==> config.mk <==
export PLATFORM = sky130hd
export DESIGN_NAME = instr_encoder
export DESIGN_NICKNAME = d
export VERILOG_FILES = /design/src/rtl/instr_encoder_pkg.sv /design/src/rtl/instr_fmt_pack.sv /design/src/rtl/instr_encoder.sv
export SDC_FILE = /design/constraint.sdc
export NUM_CORES = 1
export LEC_CHECK = 0
export ABC_CLOCK_PERIOD_IN_PS = 2029
export CAP_MARGIN = 40
export CORE_MARGIN = 4
export CORE_UTILIZATION = 43
export DETAILED_ROUTE_END_ITERATION = 16
export GPL_ROUTABILITY_DRIVEN = 0
export PLACE_DENSITY = 0.77
export SYNTH_ARGS = -nofsm -noshare
export SYNTH_HDL_FRONTEND = slang
export SYNTH_SLANG_ARGS = --single-unit
==> constraint.sdc <==
create_clock -name clk -period 2.03 [get_ports clk]
set_input_delay 0.203 -clock clk [delete_from_list [all_inputs] [get_ports clk]]
set_output_delay 0.203 -clock clk [all_outputs]
set_load 0.05 [all_outputs]
==> src/rtl/instr_encoder_pkg.sv <==
// Shared types and RV32I encoding constants for the instruction encoder/loader.
// Op numbering follows the core decoder's order; in_op values above OP_BLT are illegal.
package instr_encoder_pkg;

    typedef enum logic [4:0] {
        OP_ADD, OP_SUB, OP_AND, OP_OR, OP_SLT, OP_SLTU, OP_SRL,
        OP_ADDI, OP_ANDI, OP_ORI, OP_XORI, OP_SLTI, OP_SLTIU, OP_LW, OP_JALR,
        OP_SW, OP_SB, OP_BEQ, OP_JAL, OP_ECALL,
        OP_SLLI, OP_SRLI, OP_SRAI, OP_BNE, OP_BLT
    } op_e;

    typedef enum logic [2:0] {
        FMT_R, FMT_I, FMT_SHIFT, FMT_S, FMT_B, FMT_J, FMT_SYS
    } fmt_e;

    typedef enum logic [1:0] {
        ST_IDLE, ST_RUN, ST_FULL
    } state_e;

    // Upper five opcode bits; the low two bits are always 2'b11.
    localparam logic [4:0] OPC_LOAD   = 5'b00000;
    localparam logic [4:0] OPC_OP_IMM = 5'b00100;
    localparam logic [4:0] OPC_STORE  = 5'b01000;
    localparam logic [4:0] OPC_OP     = 5'b01100;
    localparam logic [4:0] OPC_BRANCH = 5'b11000;
    localparam logic [4:0] OPC_JALR   = 5'b11001;
    localparam logic [4:0] OPC_JAL    = 5'b11011;
    localparam logic [4:0] OPC_SYSTEM = 5'b11100;

    localparam logic [2:0] F3_ADD  = 3'b000;
    localparam logic [2:0] F3_SLL  = 3'b001;
    localparam logic [2:0] F3_SLT  = 3'b010;
    localparam logic [2:0] F3_SLTU = 3'b011;
    localparam logic [2:0] F3_XOR  = 3'b100;
    localparam logic [2:0] F3_SR   = 3'b101;
    localparam logic [2:0] F3_OR   = 3'b110;
    localparam logic [2:0] F3_AND  = 3'b111;
    localparam logic [2:0] F3_W    = 3'b010;
    localparam logic [2:0] F3_B    = 3'b000;
    localparam logic [2:0] F3_BEQ  = 3'b000;
    localparam logic [2:0] F3_BNE  = 3'b001;
    localparam logic [2:0] F3_BLT  = 3'b100;

    localparam logic [6:0] F7_BASE = 7'b0000000;
    localparam logic [6:0] F7_ALT  = 7'b0100000;

    // True when v is representable as a bits-wide two's-complement value.
    function automatic logic fits_signed(input logic [31:0] v, input int bits);
        logic [31:0] hi;
        hi = 32'($signed(v) >>> (bits - 1));
        return (hi == '0) || (hi == '1);
    endfunction

endpackage

==> src/rtl/instr_fmt_pack.sv <==
// Combinational RV32I word assembly: op + fields -> {word, illegal}.
// Fields a format does not use are left zero in the word.
module instr_fmt_pack
    import instr_encoder_pkg::*;
(
    input  logic [4:0]  op,
    input  logic [4:0]  rd,
    input  logic [4:0]  rs1,
    input  logic [4:0]  rs2,
    input  logic [31:0] imm,
    output logic [31:0] word,
    output logic        illegal
);

    fmt_e       fmt;
    logic [4:0] opc;
    logic [2:0] f3;
    logic [6:0] f7;
    logic       bad_op;
    logic       bad_imm;

    // NOTE: every always_comb output gets a default first so no path leaves it unassigned (no latch).
    always_comb begin
        fmt    = FMT_SYS;
        opc    = OPC_SYSTEM;
        f3     = 3'b000;
        f7     = F7_BASE;
        bad_op = 1'b0;
        case (op_e'(op))
            OP_ADD:   begin fmt = FMT_R;     opc = OPC_OP;     f3 = F3_ADD;  end
            OP_SUB:   begin fmt = FMT_R;     opc = OPC_OP;     f3 = F3_ADD;  f7 = F7_ALT; end
            OP_AND:   begin fmt = FMT_R;     opc = OPC_OP;     f3 = F3_AND;  end
            OP_OR:    begin fmt = FMT_R;     opc = OPC_OP;     f3 = F3_OR;   end
            OP_SLT:   begin fmt = FMT_R;     opc = OPC_OP;     f3 = F3_SLT;  end
            OP_SLTU:  begin fmt = FMT_R;     opc = OPC_OP;     f3 = F3_SLTU; end
            OP_SRL:   begin fmt = FMT_R;     opc = OPC_OP;     f3 = F3_SR;   end
            OP_ADDI:  begin fmt = FMT_I;     opc = OPC_OP_IMM; f3 = F3_ADD;  end
            OP_ANDI:  begin fmt = FMT_I;     opc = OPC_OP_IMM; f3 = F3_AND;  end
            OP_ORI:   begin fmt = FMT_I;     opc = OPC_OP_IMM; f3 = F3_OR;   end
            OP_XORI:  begin fmt = FMT_I;     opc = OPC_OP_IMM; f3 = F3_XOR;  end
            OP_SLTI:  begin fmt = FMT_I;     opc = OPC_OP_IMM; f3 = F3_SLT;  end
            OP_SLTIU: begin fmt = FMT_I;     opc = OPC_OP_IMM; f3 = F3_SLTU; end
            OP_LW:    begin fmt = FMT_I;     opc = OPC_LOAD;   f3 = F3_W;    end
            OP_JALR:  begin fmt = FMT_I;     opc = OPC_JALR;   f3 = F3_ADD;  end
            OP_SW:    begin fmt = FMT_S;     opc = OPC_STORE;  f3 = F3_W;    end
            OP_SB:    begin fmt = FMT_S;     opc = OPC_STORE;  f3 = F3_B;    end
            OP_BEQ:   begin fmt = FMT_B;     opc = OPC_BRANCH; f3 = F3_BEQ;  end
            OP_BNE:   begin fmt = FMT_B;     opc = OPC_BRANCH; f3 = F3_BNE;  end
            OP_BLT:   begin fmt = FMT_B;     opc = OPC_BRANCH; f3 = F3_BLT;  end
            OP_JAL:   begin fmt = FMT_J;     opc = OPC_JAL;    end
            OP_ECALL: begin fmt = FMT_SYS;   opc = OPC_SYSTEM; end
            OP_SLLI:  begin fmt = FMT_SHIFT; opc = OPC_OP_IMM; f3 = F3_SLL;  end
            OP_SRLI:  begin fmt = FMT_SHIFT; opc = OPC_OP_IMM; f3 = F3_SR;   end
            OP_SRAI:  begin fmt = FMT_SHIFT; opc = OPC_OP_IMM; f3 = F3_SR;   f7 = F7_ALT; end
            default:  bad_op = 1'b1;
        endcase
    end

    always_comb begin
        word    = '0;
        bad_imm = 1'b0;
        case (fmt)
            FMT_R:     word = {f7, rs2, rs1, f3, rd, opc, 2'b11};
            FMT_I: begin
                word    = {imm[11:0], rs1, f3, rd, opc, 2'b11};
                bad_imm = !fits_signed(imm, 12);
            end
            FMT_SHIFT: begin
                word    = {f7, imm[4:0], rs1, f3, rd, opc, 2'b11};
                bad_imm = |imm[31:5];
            end
            FMT_S: begin
                word    = {imm[11:5], rs2, rs1, f3, imm[4:0], opc, 2'b11};
                bad_imm = !fits_signed(imm, 12);
            end
            FMT_B: begin
                word    = {imm[12], imm[10:5], rs2, rs1, f3, imm[4:1], imm[11], opc, 2'b11};
                bad_imm = imm[0] || !fits_signed(imm, 13);
            end
            FMT_J: begin
                word    = {imm[20], imm[10:1], imm[11], imm[19:12], rd, opc, 2'b11};
                bad_imm = imm[0] || !fits_signed(imm, 21);
            end
            default:   word = {25'd0, OPC_SYSTEM, 2'b11};
        endcase
    end

    assign illegal = bad_op || bad_imm;

endmodule

==> src/rtl/instr_encoder.sv <==
// Session FSM, address/count tracking, error capture and registered memory write port
// wrapped around the combinational instruction packer.
module instr_encoder
    import instr_encoder_pkg::*;
#(
    parameter int ADDR_W = 10
) (
    input  logic              clk,
    input  logic              rst_n,
    input  logic              start,
    input  logic              finish,
    input  logic              in_valid,
    output logic              in_ready,
    input  logic [4:0]        in_op,
    input  logic [4:0]        in_rd,
    input  logic [4:0]        in_rs1,
    input  logic [4:0]        in_rs2,
    input  logic [31:0]       in_imm,
    output logic              mem_we,
    output logic [ADDR_W-1:0] mem_addr,
    output logic [31:0]       mem_wdata,
    output logic [ADDR_W:0]   count,
    output logic              full,
    output logic              err,
    output logic [4:0]        err_op
);

    localparam logic [ADDR_W:0] CAP = {1'b1, {ADDR_W{1'b0}}};

    state_e            state_q, state_d;
    logic [ADDR_W-1:0] addr_q;
    logic [31:0]       word;
    logic              illegal;
    logic              xfer, accept, reject, last_write;

    instr_fmt_pack u_pack (
        .op      (in_op),
        .rd      (in_rd),
        .rs1     (in_rs1),
        .rs2     (in_rs2),
        .imm     (in_imm),
        .word    (word),
        .illegal (illegal)
    );

    assign in_ready   = (state_q == ST_RUN) && !start && !finish;
    assign xfer       = in_valid && in_ready;
    assign accept     = xfer && !illegal;
    assign reject     = xfer && illegal;
    assign last_write = accept && (count == CAP - 1'b1);
    assign full       = (count == CAP);

    always_comb begin
        state_d = state_q;
        case (state_q)
            ST_IDLE: if (start) state_d = ST_RUN;
            ST_RUN: begin
                if (start)           state_d = ST_RUN;
                else if (finish)     state_d = ST_IDLE;
                else if (last_write) state_d = ST_FULL;
            end
            ST_FULL: begin
                if (start)       state_d = ST_RUN;
                else if (finish) state_d = ST_IDLE;
            end
            default: state_d = ST_IDLE;
        endcase
    end

    // NOTE: sequential state uses non-blocking assignments so every register samples pre-edge values.
    always_ff @(posedge clk or negedge rst_n) begin
        if (!rst_n) state_q <= ST_IDLE;
        else        state_q <= state_d;
    end

    always_ff @(posedge clk or negedge rst_n) begin
        if (!rst_n) begin
            mem_we    <= 1'b0;
            mem_addr  <= '0;
            mem_wdata <= '0;
            addr_q    <= '0;
            count     <= '0;
            err       <= 1'b0;
            err_op    <= '0;
        end else begin
            mem_we <= accept;
            if (start) begin
                addr_q <= '0;
                count  <= '0;
                err    <= 1'b0;
            end else if (accept) begin
                mem_addr  <= addr_q;
                mem_wdata <= word;
                addr_q    <= addr_q + 1'b1;
                count     <= count + 1'b1;
            end else if (reject) begin
                // Only the first rejection of a session is recorded.
                err <= 1'b1;
                if (!err) err_op <= in_op;
            end
        end
    end

endmodule

==> summary.md <==
| Metric | Value |
|---|---|
| Status | `finished, violations left` |
| Failing checks | `setup timing` |
| Commonest non-fill, non-tap cell in the layout | `buf_4` |
| Reg2reg end | `count[8]` |
| Worst r2r src | `state_q[1]` |
| NetSw | `roughly 2.0 mW` |
| Routed Antenna Nets | `0` |
| CP most frequent cell | `buf_6` |
| Placed cell count | `around 700` |
| Kind of critical path | `reg2reg` |
| Critical Path AT | `around 2.4 ns` |
| Post-synth cell types | `a little under 60` |
| Clk_skew | `approximately 0.019 ns` |
| Hold Path Cell Cnt | `3` |
| Max VDD drop | `approximately 0.7 mV` |
| Setup WS pre-CTS | `-0.756 ns` |
| Leakage | `between 3 and 4 nW` |
| Critical Path, Cell by Cell | `nor4b_4 -> nand2_2 -> nor2_4 -> o31ai_4 -> or2_4 -> buf_6 -> buf_6 -> buf_16 -> a31o_4` |
| Die Ht | `around 110 um` |
| Post-Synthesis Cells | `407` |
| Final HPWL DP | `roughly 9700 um` |
| Cell with the largest stage delay on the worst path | `dfrtp_1` |
| Sw frac | `about two fifths` |
| Port buffer count | `between 100 and 150` |
| Tot Pwr | `just under 5 mW` |
| Worst R2R Path Depth | `9` |
| Die Outline Area | `between 10000 and 15000 um^2` |
| Final Worst Setup Slack | `-0.0796 ns` |
| Measured slew at the worst slew-check pin | `roughly 0.57 ns` |
| CP max FO | `6` |
| Final #Nets | `685` |
| Initial antenna violation count | `0` |
| # diodes | `0` |
| Final wirelength | `roughly 15000 um` |
| Clk pin slew, worst setup/hold paths | `0.09 ns` |
| Seq/Total Area, Yosys | `approximately 44%` |
| Clk sinks | `a little over 70` |
| P_int | `between 2 and 3 mW` |
| Number of global-route vias before repair | `around 4700` |
| Initial core utilization | `around 44%` |
| Synth Register Bits | `between 70 and 80` |
| Post-Synth Adder-Cell Area | `1.17%` |
| CTS Buf Count | `9` |
| Final Setup Violations | `23` |
| Post-Synth Simple-Gate Area | `between 15 and 20%` |
| Min cycle time layout | `approximately 2.1 ns` |
| First-pass GRT wire length | `23500 um` |
| Remaining DRCs | `0` |
| Layout Area Growth over Synthesis | `69.7%` |
| Mapped Area | `approximately 4100 um^2` |
| Mux cell area share after synthesis | `a little under an eighth` |
| Crit. End Element | `register` |
| Clk_lat worst skew | `around 0.37 ns` |
| WP data required | `2.29 ns` |
| Power Density | `roughly 720 nW/um^2` |
| WHS Endpoint | `mem_wdata[25]` |
| FMAX | `about 470 MHz` |
| EDFF count, synth | `0` |
| Share of layout cells above drive strength 1 | `40.2%` |
| H-tree Lvls | `3` |
| Cell Rows | `35` |
| Initial DRC count | `roughly 270` |
| DR vias/cell | `5.92` |
| Syn Area/Cell | `between 9 and 10 um^2` |
| Commonest cells after routing, fill and taps aside | `buf_4, clkdlybuf4s50_1, dfrtp_1` |
| Main combinational cell family by area after synthesis | `compound AO/OA/AOI/OAI gates` |
| Top_reg_cell synth | `dfrtp_1` |
| Synth Area in Compound Gates | `about a fifth` |
| Seq pwr share | `around 36%` |
| Post-DR wirelength/cell | `between 15 and 20 um` |
| TNS Setup | `-0.964 ns` |
| Hold WS | `roughly 0.085 ns` |
| Flop2flop setup slack | `-0.08 ns` |
| Fin. Hold Viols | `0` |
| Clock share of power | `between 20% and 30%` |
| Chip Width | `about 110 um` |
| GRT overflow | `0` |
| Finished Layout Cells | `roughly 740` |
| Cell Area, Placed | `6040 um^2` |
| Worst hold path startpoint | `in_imm[5]` |
| Vias | `4385` |
| CTS tree | `done` |
| Unrepaired setup endpoints after global routing | `yes` |
| Clk buf depth | `2` |
| Boundary Pins | `119` |
| CP Launch Type | `register` |
| Maxcap violations | `0` |
| Fin area | `just under 7000 um^2` |
| TritonRoute pass-1 iters | `4` |
| Clock Tree Root | `clkbuf_8` |
| Hold WC Path Type | `in2reg` |
| Max-slew headroom | `approximately three fifths` |
| Synthesized Nets | `467` |
| Asr flop ratio synth | `100%` |
| Final core occ | `74.8%` |
| Core area | `9200 um^2` |
| Slew Viols, Final | `0` |
| Crit share post-route | `104%` |
| Max incr delay on CP | `roughly 0.41 ns` |
| XOR/XNOR Fraction of Synth Area | `less than 1%` |
| Gate power share | `a little over two fifths` |
| Synthesis Warnings | `0` |
| Largest net degree at the start of global routing | `38` |
| All-Layer GR Usage | `between 20% and 30%` |
[what timing repair did]
| action | CTS | global route |
|---|---|---|
| hold buffers | 1 | 0 |
| gates cloned | 7 | 1 |
| gates resized for setup | 137 | 35 |
| setup endpoints to repair | 70 | 69 |
| endpoints found under the hold margin | 36 | 0 |
| pin swaps | 35 | 18 |
| buffers inserted | 13 | 8 |
[layout make-up]
cell class | instances | area [um^2]
flip-flops and latches | 71 | 1780
well taps | 111 | 139
repair buffers | 236 | 2230
fillers | 581 | 2320
clock buffers | 9 | 124
clock inverters | 7 | 61.3
inverters | 14 | 57.6
multi-input cells | 293 | 2480
[critical path, delay by kind of cell, from the launching register on]
family / cells / cell delay, ns
flops: 1 / 0.41
simple gates: 4 / 0.88
buf+inv: 3 / 0.41
compound gates: 2 / 0.31
[cells in the mapped netlist (10+ instances only)]
library cell | number | area [um^2]
a21oi_1 | 27 | 135
nand2_1 | 22 | 82.6
nor2_1 | 19 | 71.3
clkbuf_1 | 10 | 37.5
a22o_1 | 13 | 114
nand2b_1 | 11 | 68.8
inv_1 | 12 | 45.0
nand3_1 | 15 | 75.1
dfrtp_1 | 71 | 1780
mux2_2 | 35 | 394
o31ai_1 | 14 | 105
o21ai_0 | 24 | 120
or4_1 | 12 | 90.1
[power groups by stage]
stage | clock network [mW] | logic (mW) | registers (mW)
global placement | 0 | 1.87 | 1.75
CTS | 1.11 | 2.03 | 1.74
global route | 1.18 | 2.15 | 1.77
detailed placement | 0 | 1.90 | 1.75
floorplan | 0 | 0.426 | 2.44
finish | 1.11 | 2.07 | 1.75
[flip-flops by register name (all words and copies together) (netlist names)]
register   count
mem_we         1
err_op         5
mem_wdata     31
err            1
state_q        2
mem_addr      10
addr_q        10
count         11
[logic make-up (layout without fill, tap and decap cells)]
group                      count (synthesis)  after routing
and+or+nand+nor                          131            131
AOI/OAI and AO/OA                        115            115
DFF                                       71             71
buffers and inverters                     43            266
muxes                                     41             41
adders and majority gates                  4              4
xor gates and xnor gates                   2              2
[worst max path at each step]
stage / start / end / cells past startpoint
floorplan: state_q[1] / mem_addr[7] / 8
global placement: in_op[1] / err_op[2] / 9
detailed placement: in_imm[16] / err_op[1] / 8
CTS: in_imm[5] / mem_addr[5] / 11
global route: state_q[1] / count[8] / 9
finish: state_q[1] / count[8] / 9
[layer usage]
layer / track usage, % / vias to the layer above / share of wire [%]
li1: - / 1978 / -
met3: 5.13 / 51 / 6.1
met4: 11.7 / 0 / 3.6
met2: 45.8 / 188 / 52
met5: 0 / - / 0
met1: 30.3 / 2168 / 39
Note: power is estimated with default switching activity, not from simulation.
